===== src/rtl/constants.sv =====
// constants: widths shared between the CPU and its boot-time loader.
`default_nettype none
package constants;
  localparam int WORD_SIZE  = 19;
  localparam int ADDR_WIDTH = 12;
endpackage
`default_nettype wire


===== src/rtl/loader_pkg.sv =====
// loader_pkg: program loader state encoding and frame field widths.
`default_nettype none
package loader_pkg;
  import constants::*;

  localparam int BYTES_PER_WORD = 3;
  localparam int BYTE_W         = 8;
  localparam int LEN_W          = 12;
  localparam int HI_BITS        = WORD_SIZE - 2 * BYTE_W;

  typedef enum logic [3:0] {
    IDLE   = 4'd0,
    LEN_LO = 4'd1,
    LEN_HI = 4'd2,
    B0     = 4'd3,
    B1     = 4'd4,
    B2     = 4'd5,
    WRITE  = 4'd6,
    CHECK  = 4'd7,
    RUN    = 4'd8,
    ERROR  = 4'd9
  } loader_state_t;
endpackage
`default_nettype wire


===== src/rtl/program_loader_if.sv =====
// program_loader_if: byte stream in, instruction memory write port out.
`default_nettype none
interface program_loader_if;
  import constants::*;

  logic [7:0]            in_data;
  logic                  in_valid;
  logic                  in_ready;
  logic                  im_we;
  logic [ADDR_WIDTH-1:0] im_addr;
  logic [WORD_SIZE-1:0]  im_wdata;

  modport slave (
    input  in_data, in_valid,
    output in_ready, im_we, im_addr, im_wdata
  );

  modport master (
    output in_data, in_valid,
    input  in_ready, im_we, im_addr, im_wdata
  );
endinterface
`default_nettype wire


===== src/rtl/word_packer.sv =====
// word_packer: collects byte0/byte1 and forms the word with the live byte2.
`default_nettype none
module word_packer
  import constants::*;
  import loader_pkg::*;
(
  input  logic                 clk,
  input  logic                 rst_n,
  input  logic                 shift_i,
  input  logic [7:0]           byte_i,
  output logic [WORD_SIZE-1:0] word_o,
  output logic                 pad_err_o
);
  logic [7:0] b0_q, b1_q;

  always_ff @(posedge clk or negedge rst_n) begin
    if (!rst_n) begin
      b0_q <= '0;
      b1_q <= '0;
    end else if (shift_i) begin
      b0_q <= b1_q;
      b1_q <= byte_i;
    end
  end

  // byte2 is taken straight from the stream so the word is ready on its accept
  assign word_o    = {byte_i[HI_BITS-1:0], b1_q, b0_q};
  assign pad_err_o = |byte_i[7:HI_BITS];
endmodule
`default_nettype wire


===== src/rtl/program_loader.sv =====
// program_loader: frame parser that fills instruction memory and starts the CPU.
`default_nettype none
module program_loader
  import constants::*;
  import loader_pkg::*;
(
  input  logic             clk,
  input  logic             rst_n,
  input  logic             start_i,
  program_loader_if.slave  bus,
  output logic             cpu_en_o,
  output logic             done_o,
  output logic             err_o
);
  loader_state_t         state_q, state_d;
  logic [ADDR_WIDTH-1:0] addr_q, addr_d;
  logic [LEN_W-1:0]      left_q, left_d;
  logic [7:0]            chk_q, chk_d;
  logic [7:0]            len_lo_q, len_lo_d;
  logic [WORD_SIZE-1:0]  wdata_q, wdata_d;
  logic                  we_q, rdy_q, run_q, err_q;
  logic                  accept, pad_err;
  logic [WORD_SIZE-1:0]  word;
  logic [LEN_W-1:0]      n_words;

  assign accept  = bus.in_valid & rdy_q;
  assign n_words = {bus.in_data[3:0], len_lo_q};

  word_packer u_packer (
    .clk       (clk),
    .rst_n     (rst_n),
    .shift_i   (accept && (state_q == B0 || state_q == B1)),
    .byte_i    (bus.in_data),
    .word_o    (word),
    .pad_err_o (pad_err)
  );

  always_comb begin
    state_d  = state_q;
    addr_d   = addr_q;
    left_d   = left_q;
    chk_d    = chk_q;
    len_lo_d = len_lo_q;
    wdata_d  = wdata_q;
    case (state_q)
      IDLE, RUN, ERROR: begin
        if (start_i) begin
          state_d = LEN_LO;
          addr_d  = '0;
          chk_d   = '0;
        end
      end
      LEN_LO: if (accept) begin
        len_lo_d = bus.in_data;
        chk_d    = chk_q ^ bus.in_data;
        state_d  = LEN_HI;
      end
      LEN_HI: if (accept) begin
        chk_d = chk_q ^ bus.in_data;
        if (bus.in_data[7:4] != 4'd0) begin
          state_d = ERROR;
        end else if (n_words == '0) begin
          state_d = CHECK;
        end else begin
          left_d  = n_words;
          state_d = B0;
        end
      end
      B0: if (accept) begin
        chk_d   = chk_q ^ bus.in_data;
        state_d = B1;
      end
      B1: if (accept) begin
        chk_d   = chk_q ^ bus.in_data;
        state_d = B2;
      end
      B2: if (accept) begin
        if (pad_err) begin
          state_d = ERROR;
        end else begin
          chk_d   = chk_q ^ bus.in_data;
          wdata_d = word;
          state_d = WRITE;
        end
      end
      WRITE: begin
        addr_d  = addr_q + 1'b1;
        left_d  = left_q - 1'b1;
        state_d = (left_q == LEN_W'(1)) ? CHECK : B0;
      end
      CHECK: if (accept) begin
        state_d = (chk_q == bus.in_data) ? RUN : ERROR;
      end
      default: state_d = IDLE;
    endcase
  end

  // Outputs are registered from the next state so they align with state_q
  always_ff @(posedge clk or negedge rst_n) begin
    if (!rst_n) begin
      state_q  <= IDLE;
      addr_q   <= '0;
      left_q   <= '0;
      chk_q    <= '0;
      len_lo_q <= '0;
      wdata_q  <= '0;
      we_q     <= 1'b0;
      rdy_q    <= 1'b0;
      run_q    <= 1'b0;
      err_q    <= 1'b0;
    end else begin
      state_q  <= state_d;
      addr_q   <= addr_d;
      left_q   <= left_d;
      chk_q    <= chk_d;
      len_lo_q <= len_lo_d;
      wdata_q  <= wdata_d;
      we_q     <= (state_d == WRITE);
      rdy_q    <= (state_d inside {LEN_LO, LEN_HI, B0, B1, B2, CHECK});
      run_q    <= (state_d == RUN);
      err_q    <= (state_d == ERROR);
    end
  end

  assign bus.in_ready = rdy_q;
  assign bus.im_we    = we_q;
  assign bus.im_addr  = addr_q;
  assign bus.im_wdata = wdata_q;
  assign cpu_en_o     = run_q;
  assign done_o       = run_q;
  assign err_o        = err_q;
endmodule
`default_nettype wire


===== src/flat_wrapper.sv =====
// flat-port wrapper written by rule: the top's interface ports become plain ports
module program_loader_flat import constants::*; import loader_pkg::*;
  (clk, rst_n, start_i, cpu_en_o, done_o, err_o, bus_in_data, bus_in_valid, bus_in_ready, bus_im_we, bus_im_addr, bus_im_wdata);
  program_loader_if bus_i ();
  input  logic clk;
  input  logic rst_n;
  input  logic start_i;
  output logic cpu_en_o;
  output logic done_o;
  output logic err_o;
  input wire logic [$bits(bus_i.in_data)-1:0] bus_in_data;
  input wire logic [$bits(bus_i.in_valid)-1:0] bus_in_valid;
  output wire logic [$bits(bus_i.in_ready)-1:0] bus_in_ready;
  output wire logic [$bits(bus_i.im_we)-1:0] bus_im_we;
  output wire logic [$bits(bus_i.im_addr)-1:0] bus_im_addr;
  output wire logic [$bits(bus_i.im_wdata)-1:0] bus_im_wdata;
  assign bus_i.in_data = bus_in_data;
  assign bus_i.in_valid = bus_in_valid;
  assign bus_in_ready = bus_i.in_ready;
  assign bus_im_we = bus_i.im_we;
  assign bus_im_addr = bus_i.im_addr;
  assign bus_im_wdata = bus_i.im_wdata;
  program_loader u_core (.clk(clk), .rst_n(rst_n), .start_i(start_i), .bus(bus_i), .cpu_en_o(cpu_en_o), .done_o(done_o), .err_o(err_o));
endmodule

===== config.mk =====
export PLATFORM = sky130hd
export DESIGN_NAME = program_loader_flat
export DESIGN_NICKNAME = d
export VERILOG_FILES = /design/src/rtl/constants.sv /design/src/rtl/loader_pkg.sv /design/src/rtl/program_loader_if.sv /design/src/rtl/word_packer.sv /design/src/rtl/program_loader.sv /design/src/flat_wrapper.sv
export SDC_FILE = /design/constraint.sdc
export NUM_CORES = 1
export LEC_CHECK = 0
export BUFFER_PORTS_ARGS = -buffer_cell sky130_fd_sc_hd__buf_2
export CORE_MARGIN = 2
export CORE_UTILIZATION = 57
export CTS_CLUSTER_DIAMETER = 120
export DETAILED_ROUTE_END_ITERATION = 16
export PLACE_DENSITY_LB_ADDON = 0.08
export SYNTH_ARGS = -nofsm -noshare
export SYNTH_HDL_FRONTEND = slang
export SYNTH_SLANG_ARGS = --single-unit
export TNS_END_PERCENT = 50

===== constraint.sdc =====
create_clock -name clk -period 5.05 [get_ports clk]
set_clock_uncertainty 0.15 [all_clocks]
set_input_delay 0.2525 -clock clk [delete_from_list [all_inputs] [get_ports clk]]
set_output_delay 0.2525 -clock clk [all_outputs]
set_load 0.01 [all_outputs]

## Word-level counts from Yosys, hierarchy flattened

Cells that the tools add are included.
Widths: inputs -> output; s select.

- Output and inout port bits: 36
- Latch bits: 0
- Flip-flop bits (word level): 83
- Memory bits (read-only): 0
- Word-level logic and storage cells: 85
- Input port bits: 12
- RAM bits: 0
- Memories: 0

- $add $sub $neg: 2
- $lt $le $gt $ge: 0
- Equal/unequal tests: 27
- Shifts and indexed selects: 0
- Mux-type cells: 24
- Div/mod/pow operators: 0
- Reduce and logical (&&, ||, !) cells: 17
- Multipliers: 0
- Bitwise operators: 3

Operators with widths:

| operator | number |
|---|---|
| $mux 12 | 4 |
| $pmux 12 s2 | 2 |
| $mux 4 | 9 |
| $eq 4x3->1 const B | 8 |
| $mux 8 | 4 |
| $pmux 4 s8 | 1 |
| $pmux 8 s3 | 1 |
| $eq 4x2->1 const B | 4 |
| $eq 4x4->1 const B | 4 |
| $add 12x1->12 const B | 1 |
| $eq 12x1->1 const B | 1 |
| $logic_not 12->1 | 1 |
| $sub 12x1->12 const B | 1 |
| $eq 4x1->1 const B | 2 |
| $eq 8x8->1 | 1 |
| $ne 2x2->1 const B | 4 |
| $xor 8x8->8 | 1 |
| $mux 3 | 2 |
| $ne 2x1->1 const B | 3 |
| $reduce_bool 6->1 | 1 |
| $reduce_and 5->1 | 1 |
| $reduce_or 5->1 | 1 |
| $logic_not 4->1 | 1 |
| $reduce_and 2->1 | 2 |
| 12 further kinds | 13 |

## Longest topological paths before layout

Gate-level depths: netlist of the first run.

- Depth after elaboration: 7
- Depth in mapped cells: 7
- Mapped depth without buffers: 6

## Modules after synthesis

From an unflattened synthesis of the first run, not the netlist that was laid out.

- Cells, all modules: 389
- Area total of the unflattened synthesis: 4146.5 um^2

By module, submodules not included:

| module | area each (um^2) | seq. area each (um^2) | cells an instance | instances |
|---|---|---|---|---|
| program_loader | 3462.1 | 1676.6 | 349 | 1 |
| word_packer | 684.4 | 400.4 | 40 | 1 |

## Least setup slack after synthesis of the first run

No wires, ideal clock.

- Path kind: register to register
- From: register u_core.state_q[2]
- To: register u_core.u_packer.b1_q[4]
- Library setup time: 0.125 ns
- Clock period less this slack: 2.118 ns
- Buffers on the path: 3
- Arrival time: 1.843 ns
- Cell stages (with the launch flop): 7
- Path slack: 2.932 ns
- Path through: dfrtp_1 -> clkbuf_1 -> buf_2 -> nand2_1 -> a21oi_1 -> buf_2 -> mux2_2

- Word-level cells in the longest chain between the ends: 3

Ends and longest elaborated chain:

| what | RTL line | source |
|---|---|---|
| from (decl) | program_loader.sv:15 | `loader_state_t state_q, state_d;` |
| from (signal assigned) | program_loader.sv:112 | `state_q <= state_d;` |
| $eq 4x2->1 / $eq 4x3->1 (equally long branches) | program_loader.sv:32 | `.shift_i (accept && (state_q == B0 \|\| state_q == B1)),` |
| $logic_or 1x1->1 * | program_loader.sv:32 |  |
| $logic_and 1x1->1 * | program_loader.sv:32 |  |
| to (signal assigned) | word_packer.sv:22 | `b1_q <= byte_i;` |
| to (decl) | word_packer.sv:14 | `logic [7:0] b0_q, b1_q;` |

Mark *: on every way between the ends. The rest lies on a longest branch, timed or not.
A chain may end at the register's enable or synchronous reset.

## Final worst setup path of the first run

- From: register u_core.state_q[0]
- To: register u_core.wdata_q[5] (netlist: u_core.bus.im_wdata[5])

- Word-level cells in the longest chain between the ends: 2

Ends and longest elaborated chain:

| what | RTL line | source |
|---|---|---|
| $eq 4x3->1 | program_loader.sv:45 | `case (state_q)` |
| $reduce_and 3->1 (no line) | n/a |  |
| to (signal assigned) | program_loader.sv:117 | `wdata_q <= wdata_d;` |
| to (decl) | program_loader.sv:20 | `logic [WORD_SIZE-1:0] wdata_q, wdata_d;` |

Every way passes these cells.

==> results of run 1 <==
-- tightest hold or removal path: stages --
cell,delay [ns]
buf_2,0.15
nand2b_1,0.08
o21ai_1,0.06
-- through the flow --
stage,instances,setup WS (ns)
2_1_floorplan,361,2.932
3_3_place_gp,475,2.433
3_5_place_dp,475,2.338
4_1_cts,492,2.316
5_1_grt,492,2.100
6_report,492,2.366
-- routing by layer --
layer	track usage (%)	vias up
li1	-	1419
met1	33.86	1452
met2	32.58	72
met3	4.645	11
met4	7.552	0
met5	0	-
-- cell type report --
class | instances | area share (%)
Timing Repair Buffer | 49 | 5.766
Multi-Input combinational cell | 255 | 40.31
Inverter | 9 | 0.7631
Sequential cell | 83 | 46.92
Tap cell | 80 | 2.261
Clock buffer | 10 | 2.883
Clock inverter | 6 | 1.102
-- state kept, by name, summed over array words and instances, names as in the netlist --
signal and flops:
u_core.u_packer.b1_q 8, u_core.bus.im_we 1, u_core.state_q 4, u_core.bus.im_wdata 19
u_core.chk_q 8, u_core.cpu_en_o 1, u_core.bus.im_addr 12, u_core.err_o 1
u_core.len_lo_q 8, u_core.u_packer.b0_q 8, u_core.bus.in_ready 1, u_core.left_q 12
-- cells in the mapped netlist, types with 4 or more instances --
master     n  area (µm²)
buf_2      5       25.02
nor4_1     6       37.54
mux2_1    19       214.0
mux2_2    22       247.7
and3_1     8       50.05
nor2_1    20       75.07
nor3_1     6       30.03
nand2b_1  11       68.82
xor2_1     9       78.83
clkbuf_1   8       30.03
dfrtp_1   83        2077
nand2_1   26       97.59
o21ai_0   30       150.1
or3_1      4       25.02
o21ai_1   16       80.08
inv_1      8       30.03
a21oi_1    9       45.04
nand3_1   10       50.05
-- what timing repair did --
item / in CTS / in global routing
setup endpoints to repair: 0 / 0
hold buffers: 1 / 0
hold endpoints to repair: 83 / 0
-- cell families after synthesis --
group,share of synthesized area [%]
DFF,52.56
adders and majority gates,1.203
and+or+nand+nor,15.10
muxes,11.68
buffers and inverters,2.438
xor gates and xnor gates,2.217
AOI/OAI and AO/OA,14.79
-- worst max-delay path by stage --
stage / end / cells after the start / slack (ns) / startpoint
CTS: u_core.bus.im_wdata[12] / 4 / 2.32 / u_core.state_q[0]
global placement: u_core.bus.im_wdata[5] / 4 / 2.43 / u_core.state_q[0]
floorplan: u_core.u_packer.b1_q[4] / 6 / 2.93 / u_core.state_q[2]
global route: u_core.bus.im_wdata[12] / 4 / 2.10 / u_core.state_q[0]
detailed placement: u_core.bus.im_wdata[12] / 4 / 2.34 / u_core.state_q[0]
finish: u_core.bus.im_wdata[5] / 4 / 2.37 / u_core.state_q[0]
-- power groups by stage --
stage	sequential (mW)	clock, mW	combinational [mW]
after floorplan	0.980	0	0.465
after global placement	1.04	0	0.559
after detailed placement	1.04	0	0.569
after CTS	1.03	0.445	0.572
after global routing	1.07	0.475	0.645
final	1.04	0.435	0.568
-- layout by cell type (no fill, tap or decap), types with 10 or more instances in the layout --
cell / instances
dfrtp_1: 83
buf_2: 46
o21ai_0: 30
nand2_1: 26
mux2_2: 22
nor2_1: 20
mux2_1: 19
o21ai_1: 16
nand2b_1: 11
nand3_1: 10
==> flow_summary.ini, run 1 <==
[critical_path]
crit_arrival_ns = 2.77
slowest_delay_ns = 0.83
r2r-end = u_core.bus.im_wdata[5]
ff2ff_path_depth = 4
critPathBufInv = 0
critPathRequiredTime_ns = 5.14
r2r_slack_ns = 2.37
worstPathMaxFanout = 23
startpoint_type = flop
criticalPathCategory = flop to flop
crit_chain = nor2b_1 > nand2_1 > nor3_4 > mux2_1
cp_slowest_cell = nor3_4
cp-end-kind = flop
worstReg2RegStart = u_core.state_q[0]
cp_top_family = simple AND/OR/NAND/NOR gates

[drt]
drtIter0Drc = 198
drtPass1Iterations = 4
wl_met1_um = 3882
vias = 2954
dr.max_layer_used = met4
postRouteAntennaNets = 0
viasPerCell = 6.004
routed_wl_um = 7908
met2_length_um = 3536
drc = 0
detail_route.wl_per_cell_um = 16.07
route.met3.wl_um = 371

[timing]
setup_viol = 0
worst_pin_slew_ns = 1.056
rsz0062_at_grt = false
hold_viol_final = 0
period_share_pct = 53.15
whs_ns = 0.07049
min_period_ns = 2.684
max_freq_mhz = 372.6
tns_ns = 0
maxSlewHeadroom_pct = 29.39
slew_viol_final = 0

[placement]
gp_congestion = 0.8200
hpwl_um = 5303
place_area_um2 = 4240
io_buffers = 47

[synthesis]
synth_area_per_cell_um2 = 10.95
synth_edf_count = 0
synth-seq-cells = 83
synth_nets = 376
ys.flop_type = dfrtp_1
synth_warnings = 0
syn_inst = 361
async_reset_ff_share_pct = 100.0
ys_types = 59
yosysSeqAreaShare_pct = 52.56
synth_area_um2 = 3951

[clocking]
htree_levels = 3
clockBufferDepth = 2
insertion_delay_ns = 0.35
numCtsBuffers = 9
post_cts_buffers = 0
tritoncts = yes
cts.clk_slew.worst_paths_ns = 0.09
cts_root_buffer = clkbuf_8
post_cts_resized = 0
clock_sinks = 83

[global_routing]
gr-total-overflow = 0
grt_max_degree = 84
grt_pass1_wl_um = 13260
grt_antenna_before_repair = 0
grtUsageTotal_pct = 22.49
grt_pass1_vias = 2688

[pwr]
clockPowerShare_pct = 21.3
power_mw = 2.040
vdd_drop_max_mv = 0.2286
p_int_mw = 1.302
swShare_pct = 36.14
combPwrFrac_pct = 27.8
power_leakage_nw = 2.112
power_frac_seq_pct = 50.8
p_sw_uw = 737.2
power_density_nw_per_um2 = 460.8

[run]
maxCapViolCount = 0

[cells_and_area]
fill_cells = 540
regArea_um2 = 2077
area_delta_synth_final_pct = 12.03
diodes = 0
final_util_pct = 65.52
multi_input_area_um2 = 1784
drive_gt1_share_pct = 23.06
final_area_um2 = 4427
finalNetCount = 422

[floorplan]
die_h_um = 87.26
start_util_pct = 58.48
core.rowCount = 30
fp.coreArea_um2 = 6756
dieArea_um2 = 7614
top_level_ports = 48
die_w_um = 87.26

[min_path]
min_to = u_core.chk_q[7]
hp-class = primary input to flop
hp-start = bus_in_data[7]
hold_depth = 3

[run_status]
outcome = complete, no violations
No activity file was read; power rests on OpenSTA's default activity.
==> run 2: changes to the inputs <==
Settings changed: CORE_UTILIZATION 57 to 52.
Clock period 5.05 ns to 2.2 ns, I/O delays scaled along.
==> run 2 against run 1 <==
Setup slack worse by 2.3 ns. Flip-flop and latch count unchanged. Final cell count rose by 9.1%. Hold slack worse by 0.061 ns. Sequential share of layout area is 3.2 points lower. Critical path depth up 5. Critical path type is now primary input to flop. Design area up 7.2%. Largest power group unchanged. Via count grew 5.7%. Combinational power rose to 2.7 times the previous value. Clock power increased to 2.6 times the previous value. Global-route usage shrank 0.69 points. Non-clock buffer count increased by 26.
==> flow_summary.ini, run 2 (synthesized netlist as in run 1, its figures left out) <==
[global_routing]
grt_util_met2_pct = 32.53
gr-total-overflow = 0
grt_max_degree = 41
grt_pass1_vias = 2945
grt_pass1_wl_um = 14530
globalRouteMet1Util_pct = 31.70
top_usage_layer = met2
grtUsageTotal_pct = 21.80
gr-usage-met3_pct = 3.900
grt_antenna_before_repair = 0

[drt]
detail_route.wl_per_cell_um = 16.49
vias = 3122
routed_wl_um = 8856
postRouteAntennaNets = 0
viasPerCell = 5.814
drtPass1Iterations = 6
drtIter0Drc = 132
drc = 0

[pwr]
p_sw_mw = 1.776
power_leakage_nw = 2.269
p_int_mw = 3.221
power_frac_seq_pct = 46.9
power_density_nw_per_um2 = 1053
vdd_drop_max_mv = 0.5223
combPwrFrac_pct = 30.8
swShare_pct = 35.54
clockPowerShare_pct = 22.2

[critical_path]
startpoint_type = primary input
cp-end-kind = flop
critPathRequiredTime_ns = 2.30
r2r-end = u_core.left_q[6]
criticalPathCategory = primary input to flop
worstPathMaxFanout = 7
worstReg2RegStart = u_core.state_q[2]
r2r_slack_ns = 0.07
ff2ff_path_depth = 7
crit_arrival_ns = 2.23

[cells_and_area]
final_area_um2 = 4747
fill_cells = 589
diodes = 0
finalNetCount = 448
final_common_cell = dfrtp_1
final_util_pct = 65.10
drive_gt1_share_pct = 27.40
final_cell_mix = dfrtp_1, buf_2, o21ai_0, nand2_1, mux2_2
largest_reg_flops = 19
area_delta_synth_final_pct = 20.14

[floorplan]
die_h_um = 91.17
die_w_um = 91.17
fp.coreArea_um2 = 7292
top_level_ports = 48
dieArea_um2 = 8312
core.rowCount = 31
start_util_pct = 54.19

[timing]
maxSlewHeadroom_pct = 70.21
slew_viol_final = 0
max_freq_mhz = 468.6
hold_viol_final = 0
period_share_pct = 97.00
fin_ws_ns = 0.06609
rsz0062_at_grt = true
worst_pin_slew_ns = 0.4427
min_period_ns = 2.134
tns_ns = 0
setup_viol = 0

[clocking]
htree_levels = 3
numCtsBuffers = 9
cts.clk_slew.worst_paths_ns = 0.09
post_cts_buffers = 0
cts_root_buffer = clkbuf_8
clockBufferDepth = 2
tritoncts = yes
insertion_delay_ns = 0.36
clock_sinks = 83

[placement]
place_ws_ns = 0.03897
hpwl_um = 6228
gp_congestion = 0.8981
io_buffers = 47
place_area_um2 = 4452

[run_status]
outcome = complete, no violations

[run]
maxCapViolCount = 0

[min_path]
hp-class = primary input to async pin
## run 2: worst max path at each step
stage | cells past startpoint | to | from
6_report | 9 | u_core.left_q[6] | bus_in_data[7]
5_1_grt | 8 | u_core.left_q[8] | bus_in_data[7]
4_1_cts | 6 | u_core.left_q[8] | u_core.state_q[2]
3_5_place_dp | 6 | u_core.left_q[8] | u_core.state_q[2]
3_3_place_gp | 6 | u_core.left_q[8] | u_core.state_q[2]
2_1_floorplan | 6 | u_core.u_packer.b1_q[4] | u_core.state_q[2]
## run 2: through the flow
| step | hold WS, ns | instances | power, mW |
|---|---|---|---|
| 4_1_cts | 0.005299 | 537 | 4.984 |
| 3_3_place_gp | -0.1456 | 514 | 3.801 |
| 2_1_floorplan | -0.3356 | 361 | 3.316 |
| 5_1_grt | 0.02961 | 537 | 5.300 |
| 6_report | 0.009859 | 537 | 4.998 |
| 3_5_place_dp | -0.1437 | 514 | 3.866 |
## run 2: repair_timing
item | 4_1_cts | 5_1_grt
hold endpoints to repair | 99 | 0
resized for setup | 0 | 6
endpoints found under the setup margin | 0 | 15
hold buffers | 7 | 0
## run 2: power groups by stage
stage	logic, mW	clock network (mW)	registers [mW]
6_report	1.54	1.11	2.35
5_1_grt	1.70	1.20	2.40
4_1_cts	1.52	1.13	2.33
3_5_place_dp	1.51	0	2.36
3_3_place_gp	1.46	0	2.34
2_1_floorplan	1.07	0	2.25
## run 2: final cells by class
class	count	area (µm²)	area share, %
clock buffer	10	127.6	2.688
clock inverter	6	71.32	1.502
inverter	9	33.78	0.7117
multi-input combinational	255	1810	38.14
sequential	83	2077	43.75
tap	99	123.9	2.609
timing repair buffer	75	503.0	10.60
## run 2: layer usage
layer  wire length [µm]  vias up  part of all wire, %
li1                   -     1479                    -
met1               4246     1536                   48
met2               4034       93                   46
met3                407       14                  4.6
met4                168        0                  1.9
met5                  0        -                    0
## run 2: critical path, cell delays in order
cell and delay [ns]:
dlygate4sd3_1 0.54, buf_2 0.17, nor4_1 0.25, buf_4 0.19
nand4_1 0.25, buf_4 0.25, nor2_1 0.16, nor3_1 0.07
a211oi_1 0.25
